### src/rtl/tx_duc_fifo.sv
`default_nettype none
// ============================================================================
// Module   : tx_duc_fifo
// Purpose  : CPU-fed I/Q pair FIFO played out at 2^LOG2_INTERP adc_clk per
//            pair. Define TX_INTERP_LINEAR_EN for linear interpolation,
//            otherwise each pair is held (zero-order hold).
// Revision : 1.0  initial release
// ============================================================================
module tx_duc_fifo #(
  parameter int FIFO_AW     = 4,
  parameter int LOG2_INTERP = 5,
  parameter int START_LEVEL = 8
) (
  input  logic               adc_clk,
  input  logic               reset_n,
  input  logic               tx_en,
  input  logic               tx_wr,
  input  logic [31:0]        tx_wdata,
  input  logic               clr_flags,
  output logic [FIFO_AW:0]   tx_level,
  output logic               tx_full,
  output logic               tx_running,
  output logic               tx_avail,
  output logic [15:0]        tx_out_i,
  output logic [15:0]        tx_out_q,
  output logic               tx_underrun,
  output logic               tx_overflow
);

  localparam int               C_DEPTH_N = 1 << FIFO_AW;
  localparam int               C_ACC_W   = 17 + LOG2_INTERP;
  localparam logic [FIFO_AW:0] C_DEPTH   = (FIFO_AW + 1)'(C_DEPTH_N);
  localparam logic [FIFO_AW:0] C_START   = (FIFO_AW + 1)'(START_LEVEL);

  typedef enum logic [0:0] {S_IDLE = 1'b0, S_RUN = 1'b1} state_t;

  state_t                 r_state;
  logic [31:0]            r_mem [C_DEPTH_N];
  logic [FIFO_AW-1:0]     r_wr_ptr;
  logic [FIFO_AW-1:0]     r_rd_ptr;
  logic [FIFO_AW:0]       r_level;
  logic [LOG2_INTERP-1:0] r_phase;
  logic                   r_tx_en_q;
  logic                   r_avail;
  logic                   r_underrun;
  logic                   r_overflow;
  logic signed [15:0]     r_cur [2];
  logic [15:0]            r_out [2];

  logic [31:0]            w_rd_data;
  logic [15:0]            w_pop_ch [2];
  logic                   w_flush;
  logic                   w_full;
  logic                   w_empty;
  logic                   w_push;
  logic                   w_seg_end;
  logic                   w_pop;
  logic                   w_underrun;

  // The FIFO is flushed on the falling edge of tx_en, so the CPU can still
  // pre-load pairs while playout is disabled.
  assign w_flush    = r_tx_en_q & ~tx_en;
  assign w_full     = (r_level == C_DEPTH);
  assign w_empty    = (r_level == '0);
  assign w_push     = tx_wr & ~w_full & ~w_flush;
  assign w_seg_end  = (r_state == S_RUN) & tx_en & (r_phase == '0);
  assign w_pop      = w_seg_end & ~w_empty;
  assign w_underrun = w_seg_end & w_empty;

  assign w_rd_data   = r_mem[r_rd_ptr];
  assign w_pop_ch[0] = w_rd_data[31:16];
  assign w_pop_ch[1] = w_rd_data[15:0];

`ifdef TX_INTERP_LINEAR_EN
  logic signed [15:0]        r_prev [2];
  logic signed [C_ACC_W-1:0] r_acc  [2];
  logic signed [16:0]        w_diff [2];

  for (genvar c = 0; c < 2; c++) begin : g_diff
    assign w_diff[c] = {r_cur[c][15], r_cur[c]} - {r_prev[c][15], r_prev[c]};
  end
`endif

  always_ff @(posedge adc_clk) begin
    if (w_push) r_mem[r_wr_ptr] <= tx_wdata;
  end

  always_ff @(posedge adc_clk or negedge reset_n) begin
    if (!reset_n) begin
      r_wr_ptr <= '0;
      r_rd_ptr <= '0;
      r_level  <= '0;
    end else if (w_flush) begin
      r_wr_ptr <= '0;
      r_rd_ptr <= '0;
      r_level  <= '0;
    end else begin
      if (w_push) r_wr_ptr <= r_wr_ptr + 1'b1;
      if (w_pop)  r_rd_ptr <= r_rd_ptr + 1'b1;
      if (w_push && !w_pop)      r_level <= r_level + 1'b1;
      else if (w_pop && !w_push) r_level <= r_level - 1'b1;
    end
  end

  always_ff @(posedge adc_clk or negedge reset_n) begin
    if (!reset_n) begin
      r_state   <= S_IDLE;
      r_phase   <= '0;
      r_avail   <= 1'b0;
      r_tx_en_q <= 1'b0;
      for (int c = 0; c < 2; c++) begin
        r_cur[c] <= '0;
        r_out[c] <= '0;
`ifdef TX_INTERP_LINEAR_EN
        r_prev[c] <= '0;
        r_acc[c]  <= '0;
`endif
      end
    end else begin
      r_tx_en_q <= tx_en;
      r_avail   <= w_pop;
      if (r_state == S_RUN && tx_en && !w_underrun) begin
        r_phase <= r_phase + 1'b1;
        for (int c = 0; c < 2; c++) begin
          if (w_pop) r_cur[c] <= w_pop_ch[c];
`ifdef TX_INTERP_LINEAR_EN
          r_out[c] <= r_acc[c][LOG2_INTERP +: 16];
          if (w_pop) begin
            r_prev[c] <= r_cur[c];
            r_acc[c]  <= {r_cur[c][15], r_cur[c], {LOG2_INTERP{1'b0}}};
          end else begin
            r_acc[c] <= r_acc[c] + {{LOG2_INTERP{w_diff[c][16]}}, w_diff[c]};
          end
`else
          r_out[c] <= r_cur[c];
`endif
        end
      end else begin
        // Idle, disabled or starved: park the datapath in its RUN-entry state.
        if (r_state == S_IDLE) begin
          if (tx_en && r_level >= C_START) r_state <= S_RUN;
        end else begin
          r_state <= S_IDLE;
        end
        r_phase <= '0;
        for (int c = 0; c < 2; c++) begin
          r_cur[c] <= '0;
          r_out[c] <= '0;
`ifdef TX_INTERP_LINEAR_EN
          r_prev[c] <= '0;
          r_acc[c]  <= '0;
`endif
        end
      end
    end
  end

  always_ff @(posedge adc_clk or negedge reset_n) begin
    if (!reset_n) begin
      r_underrun <= 1'b0;
      r_overflow <= 1'b0;
    end else begin
      if (w_underrun)     r_underrun <= 1'b1;
      else if (clr_flags) r_underrun <= 1'b0;
      if (tx_wr && w_full) r_overflow <= 1'b1;
      else if (clr_flags)  r_overflow <= 1'b0;
    end
  end

  assign tx_level    = r_level;
  assign tx_full     = w_full;
  assign tx_running  = (r_state == S_RUN);
  assign tx_avail    = r_avail;
  assign tx_out_i    = r_out[0];
  assign tx_out_q    = r_out[1];
  assign tx_underrun = r_underrun;
  assign tx_overflow = r_overflow;

endmodule
`default_nettype wire

### config.mk
export PLATFORM = sky130hd
export DESIGN_NAME = tx_duc_fifo
export DESIGN_NICKNAME = d
export VERILOG_FILES = /design/src/rtl/tx_duc_fifo.sv
export SDC_FILE = /design/constraint.sdc
export NUM_CORES = 1
export LEC_CHECK = 0
export BUFFER_PORTS_ARGS = -buffer_cell sky130_fd_sc_hd__buf_2
export CAP_MARGIN = 20
export CORE_ASPECT_RATIO = 1.75
export CORE_MARGIN = 2
export CORE_UTILIZATION = 40
export DETAILED_ROUTE_END_ITERATION = 6
export PLACE_DENSITY = 0.58
export SLEW_MARGIN = 5
export SYNTH_ARGS = -nofsm -noshare
export SYNTH_HDL_FRONTEND = slang
export SYNTH_SLANG_ARGS = --single-unit
### constraint.sdc
create_clock -name adc_clk -period 3.1 [get_ports adc_clk]
set_input_delay 0.62 -clock adc_clk [delete_from_list [all_inputs] [get_ports adc_clk]]
set_output_delay 0.62 -clock adc_clk [all_outputs]
set_load 0.01 [all_outputs]
; Word-level counts from Yosys, hierarchy flattened
; Memory sizes are Yosys's and may differ from the RTL's.
; Index checks and enable logic that the tools add are counted.
[word_totals]
regBits = 87
mem_count = 1
ramBits = 512
inputBits = 37
[memory_table]
columns = memory, depth, width, rd, rd_ports_with_merged_regs, write_ports, line
row1 = r_mem, 16, 32, 1, 0, 1, 38  ; logic [31:0] r_mem [C_DEPTH_N];
[classes]
mux = 19
eq_ne = 2
bitwise = 11
n_reduce_logical = 16
add_sub_neg = 5
magnitude_cmp = 1
[ops]
columns = op, n
row1 = 2-to-1 mux 32 bit, 2
row2 = 2-to-1 mux 16 bit, 2
row3 = 2-to-1 mux 5 bit, 4
row4 = 2-to-1 mux 4 bit, 4
row5 = adder 5 x 1 -> 5 bit (second input constant), 2
row6 = logical NOT 5 bit, 2
row7 = adder 4 x 1 -> 4 bit (second input constant), 2
row8 = nonzero test 2 bit, 4
row9 = AND 1 bit, 7
row10 = 2-to-1 mux 1 bit, 7
row11 = logical AND 1 bit, 6
row12 = == test 5 bit (second input constant), 1
row13 = greater-or-equal comparator 5 x 4 -> 1 bit (second input constant), 1
row14 = subtractor 5 x 1 -> 5 bit (second input constant), 1
row15 = NOT 1 bit, 4
row16 = logical NOT 1 bit, 3
row17 = nonzero test 3 bit, 1
row18 = != test 2 bit (second input constant), 1

; Logic depth before layout (Yosys ltp)
[depth]
depth_word = 9
depth_mapped = 11
depth_no_buf = 11

; Least setup slack after synthesis
; No wires, ideal clock.
[synth_timing]
kind = input to register
startpoint = in tx_wr
endpoint = mem r_mem[7][0] (enable)
cell_stages = 4
arrival_time_ns = 2.789
path_slack_ns = -0.110
n_path_buf = 1
cell_sequence = a21boi_0 -> clkbuf_1 -> nand2_1 -> nor2_1
[synth_via]
elab_chain_len = 4
[synth_lines]
columns = item, line
row1 = start: declaration, 17  ; input logic tx_wr,
row2 = AND 1 bit (2 in series), 65  ; assign w_push = tx_wr & ~w_full & ~w_flush;
row3 = 2-to-1 mux 1 bit, 85  ; if (w_push) r_mem[r_wr_ptr] <= tx_wdata;
row4 = 2-to-1 mux 1 bit (implied by the code), 85
row5 = end: declaration, 38
; No other way between the ends.

; Worst setup path after layout
[layout_timing]
startpoint = reg r_level[1], in the netlist tx_level[1]
endpoint = reg r_level[4], in the netlist tx_level[4]
[layout_via]
elab_chain_len = 7
elab_cells_between_ends = 17
classes_between = 2 x add/sub / 1 x eq/ne / 3 x mux / 5 x bitwise / 6 x reduce/logical
[layout_lines]
columns = item, line
row1 = start: declaration, 41  ; logic [FIFO_AW:0] r_level;
row2 = start signal: assignment, 100  ; if (w_push && !w_pop) r_level <= r_level + 1'b1;
row3 = start signal: assignment, 101  ; else if (w_pop && !w_push) r_level <= r_level - 1'b1;
row4 = branches (longest 7 deep; another with subtractor 5 x 1 -> 5 bit), n/a
; Several ways; the timed one is not identified. The select of a mux whose other input is x is not followed.
; A chain may end at the register's enable or synchronous reset.

==> flow_summary.ini <==
[place]
numPortBuffers = 78
dp_hpwl_microns = 31800
pre_cts_ws_ns = 0.0627
dpl_cell_area_sq_um = 24800
gp_congestion = 0.735

[logic_synthesis]
synth_ff_type = edfxtp_1
synthTopCellsByArea = edfxtp_1, dfrtp_1, mux2i_1
netlist_area_sq_um = 22900
ys_seq_area_share_pct = 76.5
synth.most_common_cell = edfxtp_1
synth.net_count = 1355
async_flop_share_pct = 14.5
ys_types = 42
yosysWarnings = 0
synth_cells = 1306
synth_top_area_cell = edfxtp_1
synth_top_area_share_pct = 67.1
synth-seq-cells = 599
avgSynthCellArea_sq_um = 17.6
yosys-top-cells-count = edfxtp_1, mux2i_1, dfrtp_1
synth_edf_count = 512

[clocking]
postCtsHoldBufs = 0
clk_pin_slew_ns = 0.07
clock_latency_ns = 0.59
ctsLongestPathBuffers = 3
cts_tree = yes
cts_setup_buffers = 0
cts-root-buf = clkbuf_16
cts_inserted_buffers = 51
htree_levels = 2
clock-sinks = 599

[sta]
setup_viol = 0
max_freq_mhz = 352
clock_skew_ns = 0.0159
tns_ns = 0
slew_headroom_pct = 41.8
fin_crit_ns = 2.84
fin_crit_sh_pct = 91.8
rsz0062_at_grt = false
slew_violations = 0
fin_ws_ns = 0.256
tightest_slew_ns = 0.870
finalHoldWorstSlack_ns = 0.0378
hold_violations = 0

[routing]
remaining_drc_errors = 0
vias_per_cell = 5.36
wl_per_cell_microns = 24.3
route.antenna.remaining_nets = 0
routed_wl_microns = 54400
first_iter_violations = 911
num_vias = 12028
drt_first_pass_iters = 5

[critical_path]
cp_slowest_cell = or4_4
critPathLaunch = tx_level[1]
crit_fanout = 6
crit_path_cell_trace = or4_4 -> o2111ai_4 -> nand3_2 -> fa_1 -> a21o_1 -> a21oi_1 -> nor3b_2 -> nor3_1 -> nor3_2
critPathCaptureType = register
crit_type = reg2reg
cp.arrival_ns = 3.35
rr_worst_depth = 9
critPathLaunchType = register
r2r-end = tx_level[4]
crit_path_end = tx_level[4]
slowest_delay_ns = 0.59
ff2ff_setup_slack_ns = 0.26
worstPathRequired_ns = 3.61
r2r_start = tx_level[1]

[pwr]
p_clk_share_pct = 32.8
p_sw_w = 0.00550
p_seq_share_pct = 47.6
totalPowerFinal_w = 0.0202
p_int_w = 0.0147
p_leak_nw = 8.80
vdd_ir_drop_max_uv = 378
p_sw_share_pct = 27.3
p_per_area_nw_per_um2 = 760
comb_power_share_pct = 19.6

[grt]
grt.met3_usage_pct = 2.42
grt_pass1_wl_microns = 81000
grt_overflow = 0
grt_usage_pct = 18.7
antenna_found_initial = 3
grt_pass1_vias = 12682
use_met1_pct = 22.3
grt_max_degree = 56
grtUsageMet2_pct = 34.3
grt-busiest-layer = met2

[floorplanning]
initial_core_util_pct = 40.3
die_x_microns = 185
io_pins = 79
die_y_microns = 321
rows = 116
core-area_sq_um = 56900
dieArea_sq_um = 59300

[run_status]
status = finished, final reports clean

[run]
drv_cap = 0

[cells_and_area]
drive_above_1_share_pct = 19.8
area_delta_synth_final_pct = 15.7
final_nets = 1481
design_area_sq_um = 26500

[worst_hold_path]
hold_class = in2async
-- worst min-delay path by stage --
stage | to | cells past startpoint | slack (ns)
6_report | tx_out_i[11] | 1 | 0.04
3_3_place_gp | r_cur[26] | 2 | 0.46
4_1_cts | r_cur[3] | 1 | 0.04
2_1_floorplan | r_cur[0] | 0 | 0.32
3_5_place_dp | r_cur[26] | 2 | 0.46
5_1_grt | tx_out_i[11] | 1 | 0.06
-- logic make-up after synthesis --
family	after synthesis	synth area share (%)
adder cells (fa/ha/maj)	12	0.688
AO/OA/AOI/OAI	209	5.77
XOR/XNOR	11	0.420
buffers and inverters	79	1.44
AND/OR/NAND/NOR	172	3.61
flip-flops	599	76.5
multiplexers	224	11.5
-- stage by stage --
stage	util, %	std cells
final	46.6	2242
after global routing	46.6	2242
after CTS	46.6	2241
after detailed placement	43.5	2146
after global placement	43.5	2146
after floorplan	-	1306
-- final cells by class --
cell class              instances  area (sq um)
clock inverters                20           253
diodes                          1          2.50
clock buffers                  75          1500
fillers                      4896         30400
multi-input cells             628          5200
well taps                     767           960
flip-flops and latches        599         17600
repair buffers                144          1030
inverters                       8          30.0
-- worst max-delay path, delay by kind of cell, from the launching register on --
family	cells	cell delay [ns]
compound gates	3	0.63
fa+ha+maj	1	0.45
flops	1	0.46
simple gates	5	1.23
-- power by group through the flow --
stage                     Sequential [W]  Clock, W  Combinational [W]
after floorplan                  0.00969         0            0.00259
after detailed placement         0.00978         0            0.00400
after global routing             0.00966   0.00703            0.00427
final                            0.00961   0.00661            0.00395
after CTS                        0.00961   0.00677            0.00401
after global placement           0.00975         0            0.00396
-- metal layers --
metal	vias to the layer above	wire length (microns)
met4	2	1470
met5	-	14
met3	89	2470
li1	5354	-
met2	316	29500
met1	6267	21000
-- sequential cells by signal, summed over array words and instances, names as in the netlist --
signal       count
r_cur           32
r_mem          512
tx_avail         1
tx_out_i        16
tx_level         5
tx_out_q        16
r_phase          5
r_tx_en_q        1
tx_underrun      1
r_rd_ptr         4
r_wr_ptr         4
tx_running       1
tx_overflow      1
-- cell usage in the layout, fill, tap and decap left out, types with 4 or more instances in the layout --
cell type   synthesis  final
edfxtp_1          512    512
inv_1               7      7
mux2i_1           192    192
buf_2              27     77
mux4_2             32     32
o21ai_1             7      7
bufinv_16           0      5
o21ai_0            61     61
clkbuf_16           0     52
nor2_4              0     17
clkbuf_8            0     11
o31ai_1            32     32
a211oi_1           33     33
nand2_1            46     46
clkinvlp_4          0      4
buf_12              0     11
dfrtp_1            87     83
ha_1               11     11
nand3_1             9      8
nor2_1             64     47
and2_1             35     35
clkbuf_1           39     12
buf_4               0     56
o22ai_1            64     64
xnor2_1             5      5
xor2_1              6      6
clkinv_2            0      7
a21oi_1             6      5
-- what timing repair did --
| item | in CTS | in global routing |
|---|---|---|
| setup endpoints to repair | 0 | 1 |
| hold endpoints to repair | 0 | 0 |
| resized for setup | 0 | 2 |
Power figures use the tool's default switching activity.
